## config.mk

```make
export PLATFORM = sky130hd
export DESIGN_NAME = router_packet_tx
export DESIGN_NICKNAME = d
export VERILOG_FILES = /design/src/rtl/router_packet_tx.sv
export SDC_FILE = /design/constraint.sdc
export NUM_CORES = 1
export LEC_CHECK = 0
export CORE_UTILIZATION = 40
export CTS_BUF_LIST = sky130_fd_sc_hd__clkbuf_16
export CTS_CLUSTER_DIAMETER = 100
export DETAILED_ROUTE_END_ITERATION = 7
export GPL_ROUTABILITY_DRIVEN = 0
export MAX_ROUTING_LAYER = met4
export PLACE_DENSITY = 0.7
export SETUP_SLACK_MARGIN = 0.3
export SYNTH_ARGS = -nofsm -noshare
export SYNTH_HDL_FRONTEND = slang
export SYNTH_SLANG_ARGS = --single-unit
export TNS_END_PERCENT = 10
```

## constraint.sdc

```tcl
create_clock -name clock -period 2.36 [get_ports clock]
set_clock_uncertainty 0.2 [all_clocks]
set_input_delay 0.472 -clock clock [delete_from_list [all_inputs] [get_ports clock]]
set_output_delay 0.472 -clock clock [all_outputs]
set_load 0.05 [all_outputs]
```

## src/rtl/router_packet_tx.sv

```systemverilog
// Bit-serial packet source for one router input port: address, gated padding, payload.
// Define TX_PARITY_EN to append an even-parity bit after the payload.
module router_packet_tx #(
    parameter int DATA_W     = 8,
    parameter int PAD_CYCLES = 4,
    parameter int IFG        = 1
) (
    input  logic              clock,
    input  logic              reset_n,
    input  logic              req_valid,
    output logic              req_ready,
    input  logic [3:0]        req_addr,
    input  logic [DATA_W-1:0] req_data,
    input  logic              dest_busy,
    input  logic              tx_pause,
    output logic              din,
    output logic              valid_n,
    output logic              frame_n,
    output logic              tx_active
);

`ifdef TX_PARITY_EN
    localparam int NBITS = DATA_W + 1;
`else
    localparam int NBITS = DATA_W;
`endif
    localparam int CW = 16;

    localparam logic [2:0] S_IDLE = 3'd0;
    localparam logic [2:0] S_ADDR = 3'd1;
    localparam logic [2:0] S_PAD  = 3'd2;
    localparam logic [2:0] S_DATA = 3'd3;
    localparam logic [2:0] S_GAP  = 3'd4;

    logic [2:0]       state_q, state_d;
    logic [CW-1:0]    cnt_q, cnt_d;
    logic [3:0]       addr_q, addr_d;
    logic [NBITS-1:0] sr_q, sr_d;
    logic             din_q, din_d;
    logic             valid_n_q, valid_n_d;
    logic             frame_n_q, frame_n_d;
    logic             ready_q, ready_d;
    logic             active_q, active_d;
    logic [NBITS-1:0] load_v;

`ifdef TX_PARITY_EN
    assign load_v = {req_data, ^req_data};
`else
    assign load_v = req_data;
`endif

    // Outputs are computed for the cycle that follows the edge.
    always_comb begin
        state_d   = state_q;
        cnt_d     = cnt_q;
        addr_d    = addr_q;
        sr_d      = sr_q;
        din_d     = 1'b0;
        valid_n_d = 1'b1;
        frame_n_d = 1'b1;
        ready_d   = 1'b0;
        active_d  = 1'b0;
        case (state_q)
            S_IDLE: begin
                if (req_valid && ready_q) begin
                    state_d   = S_ADDR;
                    addr_d    = {req_addr[2:0], 1'b0};
                    sr_d      = load_v;
                    cnt_d     = '0;
                    din_d     = req_addr[3];
                    frame_n_d = 1'b0;
                    active_d  = 1'b1;
                end else begin
                    ready_d = 1'b1;
                end
            end
            S_ADDR: begin
                frame_n_d = 1'b0;
                active_d  = 1'b1;
                if (cnt_q == CW'(3)) begin
                    state_d = S_PAD;
                    cnt_d   = '0;
                end else begin
                    din_d  = addr_q[3];
                    addr_d = {addr_q[2:0], 1'b0};
                    cnt_d  = cnt_q + CW'(1);
                end
            end
            S_PAD: begin
                frame_n_d = 1'b0;
                active_d  = 1'b1;
                if (!dest_busy) begin
                    if (cnt_q == CW'(PAD_CYCLES - 1)) begin
                        state_d   = S_DATA;
                        din_d     = sr_q[NBITS-1];
                        sr_d      = sr_q << 1;
                        valid_n_d = 1'b0;
                        frame_n_d = (NBITS == 1);
                        cnt_d     = CW'(1);
                    end else begin
                        cnt_d = cnt_q + CW'(1);
                    end
                end
            end
            S_DATA: begin
                if (cnt_q == CW'(NBITS)) begin
                    state_d = S_GAP;
                    cnt_d   = '0;
                end else begin
                    active_d  = 1'b1;
                    frame_n_d = 1'b0;
                    if (!tx_pause) begin
                        din_d     = sr_q[NBITS-1];
                        sr_d      = sr_q << 1;
                        valid_n_d = 1'b0;
                        frame_n_d = (cnt_q == CW'(NBITS - 1));
                        cnt_d     = cnt_q + CW'(1);
                    end
                end
            end
            S_GAP: begin
                if (cnt_q == CW'(IFG - 1)) begin
                    state_d = S_IDLE;
                    ready_d = 1'b1;
                end else begin
                    cnt_d = cnt_q + CW'(1);
                end
            end
            default: state_d = S_IDLE;
        endcase
    end

    always_ff @(posedge clock or posedge reset_n) begin
        if (reset_n) begin
            state_q   <= S_IDLE;
            cnt_q     <= '0;
            addr_q    <= '0;
            sr_q      <= '0;
            din_q     <= 1'b0;
            valid_n_q <= 1'b1;
            frame_n_q <= 1'b1;
            ready_q   <= 1'b0;
            active_q  <= 1'b0;
        end else begin
            state_q   <= state_d;
            cnt_q     <= cnt_d;
            addr_q    <= addr_d;
            sr_q      <= sr_d;
            din_q     <= din_d;
            valid_n_q <= valid_n_d;
            frame_n_q <= frame_n_d;
            ready_q   <= ready_d;
            active_q  <= active_d;
        end
    end

    assign req_ready = ready_q;
    assign din       = din_q;
    assign valid_n   = valid_n_q;
    assign frame_n   = frame_n_q;
    assign tx_active = active_q;

endmodule

```

==> results of run 1 <==
==> state kept, by name, indices dropped and copies added, names as in the netlist <==
| register | count |
|---|---|
| cnt_q | 16 |
| addr_q | 3 |
| frame_n | 1 |
| state_q | 3 |
| din | 1 |
| tx_active | 1 |
| valid_n | 1 |
| req_ready | 1 |
| sr_q | 8 |
==> cells by family (layout without fill, tap and decap cells) <==
logic type,Yosys count,in the layout,synth area share [%]
and+or+nand+nor,101,102,27.0
AOI/OAI and AO/OA,59,59,21.7
muxes,2,2,1.12
adders and majority gates,3,3,1.86
DFF,35,35,43.5
buffers and inverters,20,69,4.78
==> how the worst max path moves through the flow <==
stage	slack, ns	depth (start not counted)	endpoint	startpoint
finish	0.1	7	cnt_q[14]$_DFFE_PP0P_	cnt_q[1]$_DFFE_PP0P_
global route	-0.009	9	cnt_q[7]$_DFFE_PP0P_	cnt_q[8]$_DFFE_PP0P_
CTS	0.10	1	valid_n	valid_n$_DFF_PP1_
detailed placement	-0.07	8	sr_q[2]$_DFFE_PP0P_	req_valid
global placement	-0.01	8	sr_q[3]$_DFFE_PP0P_	req_valid
floorplan	0.13	7	sr_q[1]$_DFFE_PP0P_	cnt_q[9]$_DFFE_PP0P_
==> worst reg2reg max path, stage by stage, from the launching register on <==
cell and delay (ns):
dfrtp_1 0.40, inv_1 0.11, ha_4 0.14, and3b_2 0.21
a41oi_2 0.17, a211o_1 0.40, nand2b_4 0.22, o41ai_2 0.31
==> area by class of cell <==
type                       count  area (um^2)
fill                         431         2010
clock buffer                   5          125
multi-input combinational    166         1150
clock inverter                 3         38.8
inverter                      10         37.5
timing repair buffer          51          457
tap                           67         83.8
sequential                    35          880
==> metrics by stage <==
stage          TNS, ns  power (mW)  hold WS, ns  util [%]  instances
2_1_floorplan        0       0.623        0.269         -        220
3_3_place_gp   -0.0746       0.659        0.288      52.9        326
3_5_place_dp    -0.343       0.659        0.293      52.9        326
4_1_cts              0        1.40        0.308      57.0        337
5_1_grt        -0.0174        1.43        0.330      58.0        337
6_report             0        1.38        0.302      58.0        337
==> layer usage <==
layer | track usage (%) | wire length [um] | up-vias
met4 | 6.32 | 63 | 0
met5 | - | 0 | -
met1 | 23.9 | 2200 | 854
met2 | 34.0 | 2340 | 34
li1 | - | - | 916
met3 | 4.56 | 167 | 7
==> power groups by stage <==
stage          combinational [mW]  clock, mW  sequential [mW]
6_report                   0.0476      0.733            0.601
2_1_floorplan              0.0124          0            0.611
5_1_grt                    0.0531      0.773            0.600
4_1_cts                    0.0488      0.750            0.601
3_5_place_dp               0.0483          0            0.611
3_3_place_gp               0.0483          0            0.611
==> repair_timing <==
item | CTS | global route
pin swaps | 3 | 4
buffers inserted | 2 | 0
setup endpoints to repair | 28 | 31
gates cloned | 1 | 0
resized for setup | 2 | 12
endpoints found under the hold margin | 0 | 0
hold buffers | 0 | 0
==> placed cells by master, fill, tap and decap left out, types with 2 or more instances in the layout <==
cell type / Yosys / final
o21ai_0: 4 / 4
nand3b_1: 2 / 2
a31oi_1: 10 / 10
a21oi_2: 0 / 2
nand2b_4: 1 / 2
a22o_1: 2 / 2
a2bb2oi_1: 5 / 5
clkbuf_16: 0 / 5
o21bai_1: 2 / 2
inv_1: 10 / 9
and4_1: 2 / 2
buf_4: 1 / 29
dfrtp_1: 33 / 32
and2_1: 4 / 4
a31o_2: 2 / 2
o311ai_1: 6 / 4
mux2_2: 2 / 2
ha_1: 3 / 2
o31ai_1: 5 / 3
o22ai_1: 4 / 4
clkdlybuf4s50_1: 0 / 16
dlymetal6s2s_1: 0 / 4
a21oi_1: 7 / 5
o311ai_2: 0 / 2
nor4_4: 1 / 3
nand3_1: 17 / 17
o31ai_2: 0 / 2
nand2_1: 36 / 35
nor2b_1: 6 / 6
and3_1: 3 / 3
nor2_1: 12 / 12
nand4_1: 5 / 5
nor3b_1: 3 / 3
dfstp_2: 2 / 2
a211o_1: 2 / 2
==> results.yml, run 1 <==
run_status:
  outcome: "completed"
power_and_ir_drop:
  switching_share_pct: 18.8
  peakVddDrop_v: 0.000254
  p_clk_share_pct: 53.1
  internal_power_mw: 1.12
  power_density_mw_per_mm2: 497
  power.switching_mw: 0.260
  seq_power_share_pct: 43.5
  leakage_nw: 1.23
  combPwrFrac_pct: 3.4
cells_and_area:
  drive_gt1_share_pct: 24.1
  stdcell_area_mm2: 0.00278
  n_antenna_cell: 0
  final_nets: 289
  syn_to_final_growth_pct: 37.7
floorplan:
  die_area_mm2: 0.00533
  die_h_um: 73.0
  boundaryPins: 22
  start_util_pct: 42.1
  rows: 25
  fp.dieW_um: 73.0
  core-area_mm2: 0.00479
global_route:
  antenna_found_initial: 0
  grt_max_degree: 19
  grt_pass1_vias: 1734
  grt-ovfl-total: 0
  grt_pass1_wl_um: 7940
  grt.total_usage_pct: 20.2
sta:
  timing.final.hold_violations: 0
  fin_ws_ns: 0.0982
  tightest_slew_ns: 0.508
  fin_crit_sh_pct: 95.8
  rsz0062_at_grt: "yes"
  timing.fmax_ghz: 0.442
  final-setup-viol-count: 0
  max-slew-margin-rel_pct: 66.1
  slew_violations: 0
  fin_crit_ns: 2.26
critical_path:
  reg2reg_from: "cnt_q[1]$_DFFE_PP0P_"
  crit_required_ns: 2.33
  critPathSlowestCell: "dfrtp_1"
  path_buf_inv: 1
  crit_chain: "inv_1 > ha_4 > and3b_2 > a41oi_2 > a211o_1 > nand2b_4 > o41ai_2"
  path_class: "reg2reg"
  crit_family: "compound AO/OA/AOI/OAI gates"
  cp-start-kind: "register"
  r2r_setup_slack_ns: 0.1
  reg2reg_depth: 7
  critPathArrivalTime_ns: 2.23
  r2r-end: "cnt_q[14]$_DFFE_PP0P_"
  max_stage_delay_ns: 0.40
  cp_max_fo: 7
  end_kind: "register"
routing:
  drt-total-wl_um: 4780
  vias: 1811
  drtAntennaViolNets: 0
  drt_iter0_drc: 52
  drc: 0
  via_per_inst: 5.37
  dr.pass1.iters: 4
  wl_per_cell_um: 14.2
place:
  post-place-ws_ns: -0.0654
  dp_hpwl_um: 3300
  io_buffers: 21
  postPlaceCellArea_mm2: 0.00253
clock_tree:
  cts_inserted_buffers: 5
  htree_levels: 2
  cts_tree: "done"
  clock_path_buffers: 2
  clock_latency_ns: 0.28
  root_buffer: "clkbuf_16"
  cts_sinks: 35
  clk_pin_slew_ns: 0.06
logic_synthesis:
  synth-warning-count: 0
  ys_seq_elements: 35
  synth.most_common_cell: "nand2_1"
  synth_area_mm2: 0.00202
  synth-seq-area-share_pct: 43.5
  syn_avg_cell_area_um2: 9.17
  async_flop_share_pct: 100
  synth-edff-count: 0
  yosys-top-cells-area: "dfrtp_1 (41%), nand2_1 (6.7%), nand3_1 (4.2%), a31oi_1 (3.1%), dfstp_2 (2.6%)"
  syn_nets: 240
  synthCells: 220
  synth_top_area_share_pct: 40.9
  ys.flop_type: "dfrtp_1"
  ys_types: 49
  synth_commonest_cells: "nand2_1 (36), dfrtp_1 (33), nand3_1 (17)"
  synth_top_area_cell: "dfrtp_1"
min_path:
  min-delay-start: "addr_q[1]$_DFFE_PP0P_"
  hold_depth: 2
  min_to: "addr_q[1]$_DFFE_PP0P_"
  hold_class: "reg2reg"
run:
  cap_violations: 0
No activity file was read; power rests on OpenSTA's default activity.
==> run 2, diff against run 1 <==
- SETUP_SLACK_MARGIN: 0.3 -> 0.5
==> results.yml, run 2 (synthesis results as in run 1) <==
power_and_ir_drop:
  power_density_mw_per_mm2: 505
  seq_power_share_pct: 43.4
  internal_power_mw: 1.12
  switching_share_pct: 18.9
  combPwrFrac_pct: 3.4
  p_clk_share_pct: 53.2
  power.switching_mw: 0.262
  leakage_nw: 1.19
  peakVddDrop_v: 0.000254
  power_mw: 1.38
routing:
  via_per_inst: 5.35
  vias: 1804
  wl_per_cell_um: 13.8
  dr.pass1.iters: 5
  drt_iter0_drc: 66
  drc: 0
  drtAntennaViolNets: 0
  drt-total-wl_um: 4640
cells_and_area:
  nFillCells: 431
  layoutNonFillerInstCount: 337
  ff_latch_area_um2: 880
  top_register: "cnt_q"
  top_regs: "cnt_q: 16 flops, sr_q: 8 flops"
  final_util_pct: 57.2
  syn_to_final_growth_pct: 35.8
  layout_common_cells: "nand2_1 (36), dfrtp_1 (32), buf_4 (30)"
  drive_gt1_share_pct: 22.2
  final_nets: 289
  multi_input_area_mm2: 0.00112
  n_antenna_cell: 0
  layout_commonest_cell: "nand2_1"
  largest_reg_flops: 16
  stdcell_area_mm2: 0.00274
critical_path:
  crit_chain: "nor4_4 > nand4_1 > buf_4 > a21oi_2 > buf_4 > o21ai_4 > buf_4 > a21oi_1 > o22ai_1"
  cp_max_fo: 6
  crit_required_ns: 2.32
  end_kind: "register"
  critPathArrivalTime_ns: 2.18
  cp-start-kind: "register"
  path_class: "reg2reg"
  cpMostUsedCell: "buf_4"
  r2r_setup_slack_ns: 0.14
  critPathSlowestCell: "dfrtp_1"
  max_stage_delay_ns: 0.41
floorplan:
  rows: 25
  core-area_mm2: 0.00479
  die_area_mm2: 0.00533
  start_util_pct: 42.1
  die_h_um: 73.0
  boundaryPins: 22
  fp.dieW_um: 73.0
run_status:
  outcome: "completed"
global_route:
  grt.total_usage_pct: 19.9
  grt_max_degree: 19
  antenna_found_initial: 0
  grt_pass1_vias: 1733
  grt-ovfl-total: 0
  grt_pass1_wl_um: 7870
sta:
  timing.final.hold_violations: 0
  slew_violations: 0
  fin_ws_ns: 0.136
  tightest_slew_ns: 0.494
  tns_ns: 0
  rsz0062_at_grt: "yes"
  max-slew-margin-rel_pct: 66.9
  final-setup-viol-count: 0
  timing.fmax_ghz: 0.450
  fin_crit_sh_pct: 94.3
  fin_crit_ns: 2.22
  hold_slack_ns: 0.301
clock_tree:
  cts_tree: "done"
  cts_inserted_buffers: 5
  clock_path_buffers: 2
  clk_pin_slew_ns: 0.06
  cts_sinks: 35
  htree_levels: 2
  clock_latency_ns: 0.28
  root_buffer: "clkbuf_16"
place:
  dp_hpwl_um: 3300
  postPlaceCellArea_mm2: 0.00253
  io_buffers: 21
  post-place-ws_ns: -0.0654
  dp_cells: 326
run:
  cap_violations: 0
min_path:
  hold_class: "reg2reg"
## run 2: area by class of cell
cell class / count / share of cell area [%]
multi-input combinational: 165 / 40.9
sequential: 35 / 32.1
timing repair buffer: 52 / 16.5
clock buffer: 5 / 4.57
tap: 67 / 3.06
clock inverter: 3 / 1.42
inverter: 10 / 1.37
## run 2: path summary, 6_finish.rpt
kind                                              end  cells past startpoint                   from
worst max-delay path             cnt_q[7]$_DFFE_PP0P_                      9   cnt_q[9]$_DFFE_PP0P_
worst min-delay path            addr_q[1]$_DFFE_PP0P_                      2  addr_q[1]$_DFFE_PP0P_
worst max register to register   cnt_q[7]$_DFFE_PP0P_                      9   cnt_q[9]$_DFFE_PP0P_
worst min register to register  addr_q[1]$_DFFE_PP0P_                      2  addr_q[1]$_DFFE_PP0P_
max in group asynchronous           frame_n$_DFF_PP1_                      3                reset_n
min in group asynchronous       addr_q[3]$_DFFE_PP0P_                      3                reset_n
## run 2: timing repair
| action | in CTS | in global routing |
|---|---|---|
| hold buffers | 0 | 0 |
| buffers inserted | 3 | 0 |
| endpoints found under the setup margin | 33 | 37 |
| pin swaps | 1 | 1 |
| gates resized for setup | 3 | 2 |
| cloned | 0 | 0 |
## run 2: critical path: cells and delay by family (launching register included)
kind	cells	cell delay (ns)
and+or+nand+nor	2	0.51
buffers and inverters	3	0.51
AOI/OAI and AO/OA	4	0.46
DFF	1	0.41
## run 2: routing by layer
metal	global-route usage [%]	wire length, um	vias up
li1	-	-	914
met1	23.8	2180	847
met2	33.2	2230	36
met3	4.56	161	7
met4	6.10	62	0
met5	-	0	-
## run 2: power by group through the flow
stage	Sequential, mW	Clock, mW	Combinational, mW
finish	0.601	0.735	0.0471
global route	0.600	0.775	0.0528
CTS	0.601	0.750	0.0488
detailed placement	0.611	0	0.0483
global placement	0.611	0	0.0483
floorplan	0.611	0	0.0124
